--- src/rtl/iob_modcnt_down_timer_pkg.sv ---
// Shared definitions for the modulo down-timer: FSM state encoding.
package iob_modcnt_down_timer_pkg;

    localparam int STATE_W = 1;

    typedef enum logic [STATE_W-1:0] {
        ST_IDLE = 1'b0,
        ST_RUN  = 1'b1
    } state_t;

endpackage

--- src/rtl/iob_counter_sat.sv ---
// Saturating up-counter with synchronous clear; holds at all-ones instead of wrapping.
module iob_counter_sat #(
    parameter int WIDTH = 8
) (
    input  logic             clk_i,
    input  logic             rst_i,
    input  logic             clr_i,
    input  logic             en_i,
    output logic [WIDTH-1:0] data_o
);

    localparam logic [WIDTH-1:0] MAX_VAL = '1;
    localparam logic [WIDTH-1:0] ONE     = WIDTH'(1);

    // Clear wins over increment so a restart always begins the tally from zero.
    always_ff @(posedge clk_i) begin
        if (rst_i) begin
            data_o <= '0;
        end else if (clr_i) begin
            data_o <= '0;
        end else if (en_i && (data_o != MAX_VAL)) begin
            data_o <= data_o + ONE;
        end
    end

endmodule

--- src/rtl/iob_modcnt_down_timer.sv ---
// Loadable modulo down-timer: counts a programmed tick budget down to zero,
// pulsing tc_o at each terminal count, in periodic or one-shot mode.
module iob_modcnt_down_timer
    import iob_modcnt_down_timer_pkg::*;
#(
    parameter int DATA_W = 32,
    parameter int WRAP_W = 8
) (
    input  logic              clk_i,
    input  logic              rst_i,
    input  logic              start_i,
    input  logic              stop_i,
    input  logic              oneshot_i,
    input  logic              en_i,
    input  logic [DATA_W-1:0] mod_i,
    output logic [DATA_W-1:0] data_o,
    output logic              tc_o,
    output logic              busy_o,
    output logic              err_o,
    output logic [WRAP_W-1:0] wraps_o
);

    localparam logic [DATA_W-1:0] ONE = DATA_W'(1);

    state_t            state_q;
    logic [DATA_W-1:0] data_q;
    logic [DATA_W-1:0] mod_q;
    logic              oneshot_q;
    logic              tc_q;
    logic              err_q;

    logic              mod_zero;
    logic              load_ok;
    logic              terminal;

    assign mod_zero = (mod_i == '0);
    assign load_ok  = !stop_i && start_i && !mod_zero;
    // Terminal tick only when no stop or start (accepted or rejected) claims the cycle.
    assign terminal = !stop_i && !start_i && (state_q == ST_RUN) && en_i && (data_q == '0);

    always_ff @(posedge clk_i) begin
        if (rst_i) begin
            state_q   <= ST_IDLE;
            data_q    <= '0;
            mod_q     <= '0;
            oneshot_q <= 1'b0;
            tc_q      <= 1'b0;
            err_q     <= 1'b0;
        end else begin
            tc_q  <= 1'b0;
            err_q <= 1'b0;
            if (stop_i) begin
                state_q <= ST_IDLE;
            end else if (start_i) begin
                if (mod_zero) begin
                    err_q <= 1'b1;
                end else begin
                    state_q   <= ST_RUN;
                    data_q    <= mod_i - ONE;
                    mod_q     <= mod_i;
                    oneshot_q <= oneshot_i;
                end
            end else if ((state_q == ST_RUN) && en_i) begin
                if (data_q != '0) begin
                    data_q <= data_q - ONE;
                end else begin
                    tc_q <= 1'b1;
                    if (oneshot_q) begin
                        state_q <= ST_IDLE;
                    end else begin
                        data_q <= mod_q - ONE;
                    end
                end
            end
        end
    end

    iob_counter_sat #(
        .WIDTH (WRAP_W)
    ) u_wraps (
        .clk_i  (clk_i),
        .rst_i  (rst_i),
        .clr_i  (load_ok),
        .en_i   (terminal),
        .data_o (wraps_o)
    );

    assign data_o = data_q;
    assign tc_o   = tc_q;
    assign err_o  = err_q;
    assign busy_o = (state_q == ST_RUN);

endmodule

--- config.mk ---
export PLATFORM = sky130hd
export DESIGN_NAME = iob_modcnt_down_timer
export DESIGN_NICKNAME = d
export VERILOG_FILES = /design/src/rtl/iob_modcnt_down_timer_pkg.sv /design/src/rtl/iob_counter_sat.sv /design/src/rtl/iob_modcnt_down_timer.sv
export SDC_FILE = /design/constraint.sdc
export NUM_CORES = 1
export LEC_CHECK = 0
export BUFFER_PORTS_ARGS = -buffer_cell sky130_fd_sc_hd__buf_4
export CORE_MARGIN = 2
export CORE_UTILIZATION = 50
export CTS_CLUSTER_DIAMETER = 150
export DETAILED_ROUTE_END_ITERATION = 8
export MAX_ROUTING_LAYER = met4
export PLACE_DENSITY = 0.73
export SLEW_MARGIN = 20
export SYNTH_ARGS = -nofsm -noshare
export SYNTH_HDL_FRONTEND = slang
export SYNTH_SLANG_ARGS = --single-unit
--- constraint.sdc ---
create_clock -name clk_i -period 8.3 [get_ports clk_i]
set_clock_uncertainty 0.05 [all_clocks]
set_input_delay 0 -clock clk_i [delete_from_list [all_inputs] [get_ports clk_i]]
set_output_delay 0 -clock clk_i [all_outputs]
set_load 0.005 [all_outputs]
==> summary.txt, run 1 <==
Worst setup path
  – Classification of the worst setup path: register to register
  – Worst-path cell chain: nor4_1, nand4_2, nor2_2, buf_4, a211oi_1, a21oi_1, nor3_2, a31o_2, a311oi_1
  – Crit path DAT: 3.89 ns
  – CP max-delay cell: nor2_2
  – Data required, critical path: 8.50 ns
  – Startpoint types: register
  – Crit. End Element: register
  – Max Fanout on Critical Path: 16
  – Peak per-stage delay on the critical path: 0.60 ns

Route
  – DRC viols: 0
  – Via count: 4,413
  – Starting DRT DRC Count: 372
  – WL/cell: 18.0 um
  – DR vias/cell: 6.12
  – WL final: 13.0 mm
  – First drt pass iteration count: 5
  – Antenna Nets Post-Route: 0

Timing
  – Setup Viol. Count Final: 0
  – Fin. max-slew vios: 0
  – Unrepaired setup endpoints after global routing: false
  – Slew @ Worst Pin: 0.873 ns
  – Final hold violation count: 0
  – Fmax: 0.271 GHz
  – Final Cycle Share: 0.444
  – Setup TNS: 0 ns
  – Headroom to the max-slew limit: 0.415
  – Final min period: 3.69 ns

Finish
  – Post-layout util: 0.660
  – Ant. Diodes: 0
  – Share of layout cells above drive strength 1: 0.226
  – Nets: 651
  – P&R area growth vs syn: 26.9%

GRT
  – Vias in the first global route: 4,209
  – Initial antenna violation count: 0
  – Pin count of the biggest net entering global routing: 83
  – First-pass GRT wire length: 21.3 mm
  – GRT Util Overall: 0.282
  – Grt ovf: 0

Yosys
  – Synth cell types: 57
  – Synthesized area: 4320 sq um
  – Synth Warn #: 0
  – Syn Area/Cell: 8.35 sq um
  – Mapped Cells: 517
  – Top-area cell type share of the netlist area: 0.352
  – Top FF cell, synth: dfxtp_1
  – Post-Syn Nets: 557
  – Asr flop ratio synth: 0
  – Synth top area cells: dfxtp_1 (35%), mux2i_1 (7.9%), nor2_1 (7.7%)
  – #FFs+latches synth: 76
  – Cell taking the most area after synthesis: dfxtp_1
  – EDFF count, synth: 0
  – Register area share after synthesis: 0.352

Floorplan
  – Die Span X: 96.9 um
  – # rows: 33
  – Die H: 96.9 um
  – Die area: 9390 sq um
  – # IOs: 81
  – Starting Density: 0.520
  – Core area: 8300 sq um

Power
  – Power share of the clock group: 0.325
  – Internal Power: 0.000616 W
  – Sw Share: 0.295
  – IR drop worst, VDD: 87.1 uV
  – Flop pwr share: 0.458
  – Logic gate share of total power: 0.217
  – Lkg Pwr: 2.14 nW
  – Switch Pwr: 0.000258 W
  – Cell Pwr Density: 160 nW/um^2

Clock tree
  – Cts bufs inserted: 9
  – Clock insertion delay at the later pin of the skew report: 0.35 ns
  – Clk sinks: 76
  – Clk root buf: clkbuf_8
  – # resized after CTS: 0
  – CTS tree: yes
  – CTS max path bufs: 2
  – H-tree depth: 3
  – Clock slew at reported path FFs: 0.08 ns

Min path
  – Hold Path Class: input port to register

Placed design
  – GPL Wtd Cong: 0.953
  – # port buffers: 80
  – Dpl hpwl: 8.85 mm

Job
  – Max cap viols: 0

Run status
  – Outcome: complete, no violations
-- placed cells by master, fill, tap and decap left out, types with 6 or more instances in the layout --
cell	n
nor2_1	88
buf_4	85
dfxtp_1	76
mux2i_1	34
dlygate4sd3_1	34
nor4_1	20
nand2_1	20
nand4_1	19
a31oi_1	18
nand3_1	18
a211oi_1	14
a21oi_1	13
mux2_2	13
o21ai_0	11
nor3_1	11
a311oi_1	11
xor2_1	10
clkbuf_8	10
or3_1	9
a31o_2	9
and3_1	7
nand3b_1	6
xnor2_1	6
-- through the flow --
stage	instance area, sq um	total power (W)	std cells	setup slack [ns]	hold slack [ns]
6_report	5480	0.000875	721	4.61	0.0209
5_1_grt	5480	0.000918	721	4.25	0.0462
4_1_cts	5470	0.000877	721	4.40	0.00794
3_5_place_dp	4940	0.000582	671	4.43	0.166
3_3_place_gp	4940	0.000580	671	4.44	0.166
2_1_floorplan	4320	0.000516	517	5.40	0.0269
-- power by group through the flow --
stage,sequential [W],clock (W),combinational (W)
final,0.000401,0.000284,0.000190
after global routing,0.000403,0.000308,0.000207
after CTS,0.000400,0.000290,0.000187
after detailed placement,0.000409,0,0.000173
after global placement,0.000408,0,0.000172
after floorplan,0.000405,0,0.000112
-- kinds of logic after synthesis --
family | synth area share
and+or+nand+nor | 0.276
adders and majority gates | 0.00580
buffers and inverters | 0.0417
muxes | 0.127
xor gates and xnor gates | 0.0325
AOI/OAI and AO/OA | 0.165
DFF | 0.352
-- critical path: cells and delay by family, from the launching register on --
family          cells  cell delay (ns)
compound gates      4             1.19
simple gates        4             1.66
buf+inv             1             0.35
flops               1             0.35
-- layout make-up --
class                   instances  area (sq um)
fillers                       712          2820
multi-input cells             399          2630
flip-flops and latches         76          1520
repair buffers                119           978
clock buffers                  12           145
well taps                     105           131
clock inverters                 4          48.8
inverters                       6          22.5
-- flip-flops by register name, indices dropped and copies added, names as in the netlist --
| name | cells |
|---|---|
| err_o | 1 |
| tc_o | 1 |
| u_wraps.data_o | 8 |
| data_o | 32 |
| mod_q | 32 |
| busy_o | 1 |
| oneshot_q | 1 |
-- synthesized netlist by cell type, types with 10 or more instances --
cell type and n:
a211oi_1 14, a21oi_1 13, a311oi_1 11, a31oi_1 18
clkbuf_1 22, dfxtp_1 76, mux2_2 13, mux2i_1 34
nand2_1 20, nand3_1 18, nand4_1 19, nor2_1 88
nor3_1 14, nor4_1 20, o21ai_0 11, xor2_1 10
-- routing by layer --
layer / GRT usage / wire length [um] / up-vias
li1: - / - / 2122
met1: 0.377 / 5790 / 2071
met2: 0.429 / 6080 / 197
met3: 0.0535 / 903 / 23
met4: 0.0997 / 212 / 0
met5: - / 0 / -
-- worst paths after layout --
kind / startpoint / end / slack (ns) / cells after the start
max: data_o[20] / data_o[21] / 4.61 / 9
min: en_i / tc_o / 0.02 / 4
max reg2reg: data_o[20] / data_o[21] / 4.61 / 9
min reg2reg: mod_q[21] / mod_q[21] / 0.45 / 2
-- repair_timing --
| item | in CTS | in global routing |
|---|---|---|
| buffers inserted | 0 | 0 |
| hold buffers | 34 | 0 |
| hold endpoints to repair | 38 | 0 |
Power figures use the tool's default switching activity.
==> run 2, diff against run 1 <==
Settings changed: ABC_AREA from default to 1, PLACE_DENSITY 0.73 to 0.76.
Clock period 8.3 ns to 2.95 ns, I/O delays scaled along.
==> run 2 against run 1 <==
Cell count up 36%; register-to-register slack got worse by 4.4 ns; sequential power rose to 2.8 times the previous value; critical path depth up 8; maximum frequency rose by 33%; clock-buffer cell count fell by 3; synthesized cell count up 47%; die area up 4.8%; global-route usage shrank 0.17 points; worst hold slack gained 0.11 ns.
==> summary.txt, run 2 <==
Timing
  – Headroom to the max-slew limit: 0.606 (+0.191)
  – Setup Viol. Count Final: 0 (unchanged)
  – Unrepaired setup endpoints after global routing: false
  – Slew @ Worst Pin: 0.591 ns (-0.283 ns)
  – Final setup margin: 0.180 ns (-4.43 ns)
  – Fmax: 0.361 GHz (+33%)
  – Final Cycle Share: 0.939 (+0.495)
  – Final min period: 2.77 ns (-0.916 ns)
  – Final hold violation count: 0 (unchanged)
  – Setup TNS: 0 ns (unchanged)
  – Fin. max-slew vios: 0 (unchanged)

Worst setup path
  – Startpoint types: register
  – Crit. End Element: register
  – Worst setup path start: data_o[20]
  – Max Fanout on Critical Path: 10 (-6)
  – R2r worst-path depth: 17 (+8)
  – R2r endpoint: data_o[14]
  – Classification of the worst setup path: register to register
  – Crit path DAT: 3.02 ns (-0.87 ns)
  – Reg-to-reg slack, setup: 0.18 ns (-4.43 ns)
  – Critical Path End: data_o[14]
  – Data required, critical path: 3.20 ns (-5.30 ns)
  – FF-to-FF Start: data_o[20]

Yosys
  – Top-area cell type share of the netlist area: 0.336 (-0.0169)
  – #FFs+latches synth: 76 (unchanged)
  – Synthesized area: 4530 sq um (+5.0%)
  – Mapped Cells: 760 (+47%)
  – Syn Area/Cell: 5.97 sq um (-29%)
  – Post-Syn Nets: 800 (+44%)
  – Cell taking the most area after synthesis: dfxtp_1
  – Synth cell types: 36 (-37%)
  – Register area share after synthesis: 0.336 (-0.0169)
  – Asr flop ratio synth: 0 (unchanged)
  – Synth top area cells: dfxtp_1 (34%), nand2_1 (18%), inv_1 (9.4%)
  – Synth Warn #: 0 (unchanged)
  – Top FF cell, synth: dfxtp_1
  – EDFF count, synth: 0 (unchanged)
  – Synth top cells by count: nand2_1 (218), inv_1 (114), nor2_1 (81)
  – Most frequent cell after synthesis: nand2_1

Clock tree
  – # resized after CTS: 0 (unchanged)
  – Cts bufs inserted: 9 (unchanged)
  – Clk root buf: clkbuf_8
  – CTS max path bufs: 2 (unchanged)
  – CTS Hold Buffers Added: 37 (+8.8%)
  – Postcts setup bufs: 0 (unchanged)
  – H-tree depth: 3 (unchanged)
  – CTS tree: yes
  – Clock slew at reported path FFs: 0.09 ns (about the same)
  – Clock insertion delay at the later pin of the skew report: 0.35 ns (about the same)
  – Clk sinks: 76 (unchanged)

Floorplan
  – # IOs: 81 (unchanged)
  – Die H: 99.2 um (+2.4%)
  – # rows: 34 (+3.0%)
  – Starting Density: 0.517 (-0.00271)
  – Die area: 9850 sq um (+4.8%)
  – Core area: 8760 sq um (+5.6%)
  – Die Span X: 99.2 um (+2.4%)

Route
  – Via count: 5,156 (+17%)
  – First drt pass iteration count: 5 (unchanged)
  – Antenna Nets Post-Route: 0 (unchanged)
  – WL/cell: 13.7 um (-24%)
  – WL final: 13.4 mm (+3.1%)
  – Starting DRT DRC Count: 383 (+3.0%)
  – DR vias/cell: 5.27 (-14%)
  – DRC viols: 0 (unchanged)

GRT
  – Vias in the first global route: 4,649 (+10%)
  – First-pass GRT wire length: 21.9 mm (+2.8%)
  – Grt ovf: 0 (unchanged)
  – Pin count of the biggest net entering global routing: 67 (-19%)
  – GRT Util Overall: 0.281 (-0.00175)
  – Initial antenna violation count: 0 (unchanged)

Placed design
  – # port buffers: 80 (unchanged)
  – Placed cells: 924 (+38%)
  – Dpl cell area: 5180 sq um (+4.9%)
  – GPL Wtd Cong: 1.04 (+9.1%)
  – Worst slack, placed: 0.292 ns (-4.14 ns)
  – Dpl hpwl: 9.38 mm (+6.0%)

Finish
  – P&R area growth vs syn: 28.5%
  – Nets: 905 (+39%)
  – Commonest non-fill, non-tap cell in the layout: nand2_1
  – Register Area: 1520 sq um (unchanged)
  – Ant. Diodes: 0 (unchanged)
  – Share of layout cells above drive strength 1: 0.137 (-0.0889)
  – Final instance area: 5830 sq um (+6.4%)
  – Post-Layout Cell Count: 978 (+36%)
  – Top flop regs: data_o (32), mod_q (32), u_wraps.data_o (8)
  – Area of the multi-input gates: 2440 sq um (-7.0%)
  – Leading cell types in the layout, fill and taps excluded: nand2_1 (218), inv_1 (114), buf_4 (86), nor2_1 (80), dfxtp_1 (76)
  – FILL cells: 820 (+15%)

Run status
  – Outcome: complete, no violations

Power
  – IR drop worst, VDD: 260 uV (+200%)
  – Cell Pwr Density: 457 nW/um^2 (+190%)
  – Lkg Pwr: 2.83 nW (+32%)

Min path
  – Hold Path Class: input port to register

Job
  – Max cap viols: 0 (unchanged)
-- run 2: changes by cell type in the layout (fill, tap and decap cells not counted), moves of 34 or more --
cell and change:
nand2_1 +198, inv_1 +109, a21oi_1 +56, nand3_1 +50
o21ai_0 +40, mux2i_1 -34
-- run 2: worst max-delay path, stage by stage (launching register included) --
cell and delay, ns:
dfxtp_1 0.36, nor2_1 0.09, nand2_1 0.06, nor2_1 0.28, nand2_1 0.15, nor2_4 0.26, nand2_1 0.09, a31oi_1 0.20
inv_1 0.10, ha_1 0.20, nand2_1 0.13, nor2_2 0.08, nand2_2 0.12, nor2_1 0.14, or2_1 0.23, nand3_1 0.07
nand2_1 0.06, inv_1 0.05
-- run 2: metal layers --
metal / GRT usage / routed length [um] / vias up
met1: 0.387 / 6160 / 2325
met4: 0.0896 / 247 / 0
met3: 0.0281 / 895 / 21
li1: - / - / 2598
met2: 0.435 / 6090 / 212
met5: - / 0 / -
-- run 2: power by group --
group | internal [W] | switching, W | leakage, nW
sequential | 0.00109 | 0.0000473 | 0.625
clock | 0.000568 | 0.000427 | 0.116
combinational | 0.000223 | 0.000309 | 2.09
total | 0.00188 | 0.000783 | 2.83
-- run 2: kinds of logic (layout without fill, tap and decap cells) --
| logic type | after synthesis | after routing | share of synthesized area |
|---|---|---|---|
| flip-flops | 76 | 76 | 0.336 |
| XOR/XNOR | 6 | 6 | 0.0116 |
| buffers and inverters | 146 | 256 | 0.127 |
| AND/OR/NAND/NOR | 403 | 403 | 0.375 |
| adder cells (fa/ha/maj) | 2 | 2 | 0.00552 |
| AO/OA/AOI/OAI | 127 | 127 | 0.145 |
-- run 2: cell type report --
class                           count  share of cell area
Timing Repair Buffer              124               0.179
Tap cell                          108              0.0232
Sequential cell                    76               0.261
Inverter                          116              0.0747
Clock buffer                        9              0.0213
Multi-Input combinational cell    538               0.420
Clock inverter                      7              0.0210
-- run 2: stage by stage --
stage | hold WS (ns) | utilization | total power, W
4_1_cts | 0.129 | 0.662 | 0.00266
3_3_place_gp | 0.186 | 0.591 | 0.00163
3_5_place_dp | 0.180 | 0.591 | 0.00164
2_1_floorplan | 0.0274 | - | 0.00146
6_report | 0.136 | 0.665 | 0.00266
5_1_grt | 0.192 | 0.665 | 0.00279
-- run 2: how the worst min path moves through the flow --
stage          startpoint           endpoint  slack [ns]  cells past startpoint
6_report             en_i  u_wraps.data_o[1]        0.14                      7
5_1_grt              en_i  u_wraps.data_o[1]        0.19                      7
4_1_cts              en_i  u_wraps.data_o[1]        0.13                      7
3_5_place_dp       stop_i             busy_o        0.18                      2
3_3_place_gp       stop_i             busy_o        0.19                      2
2_1_floorplan      stop_i              err_o        0.03                      1
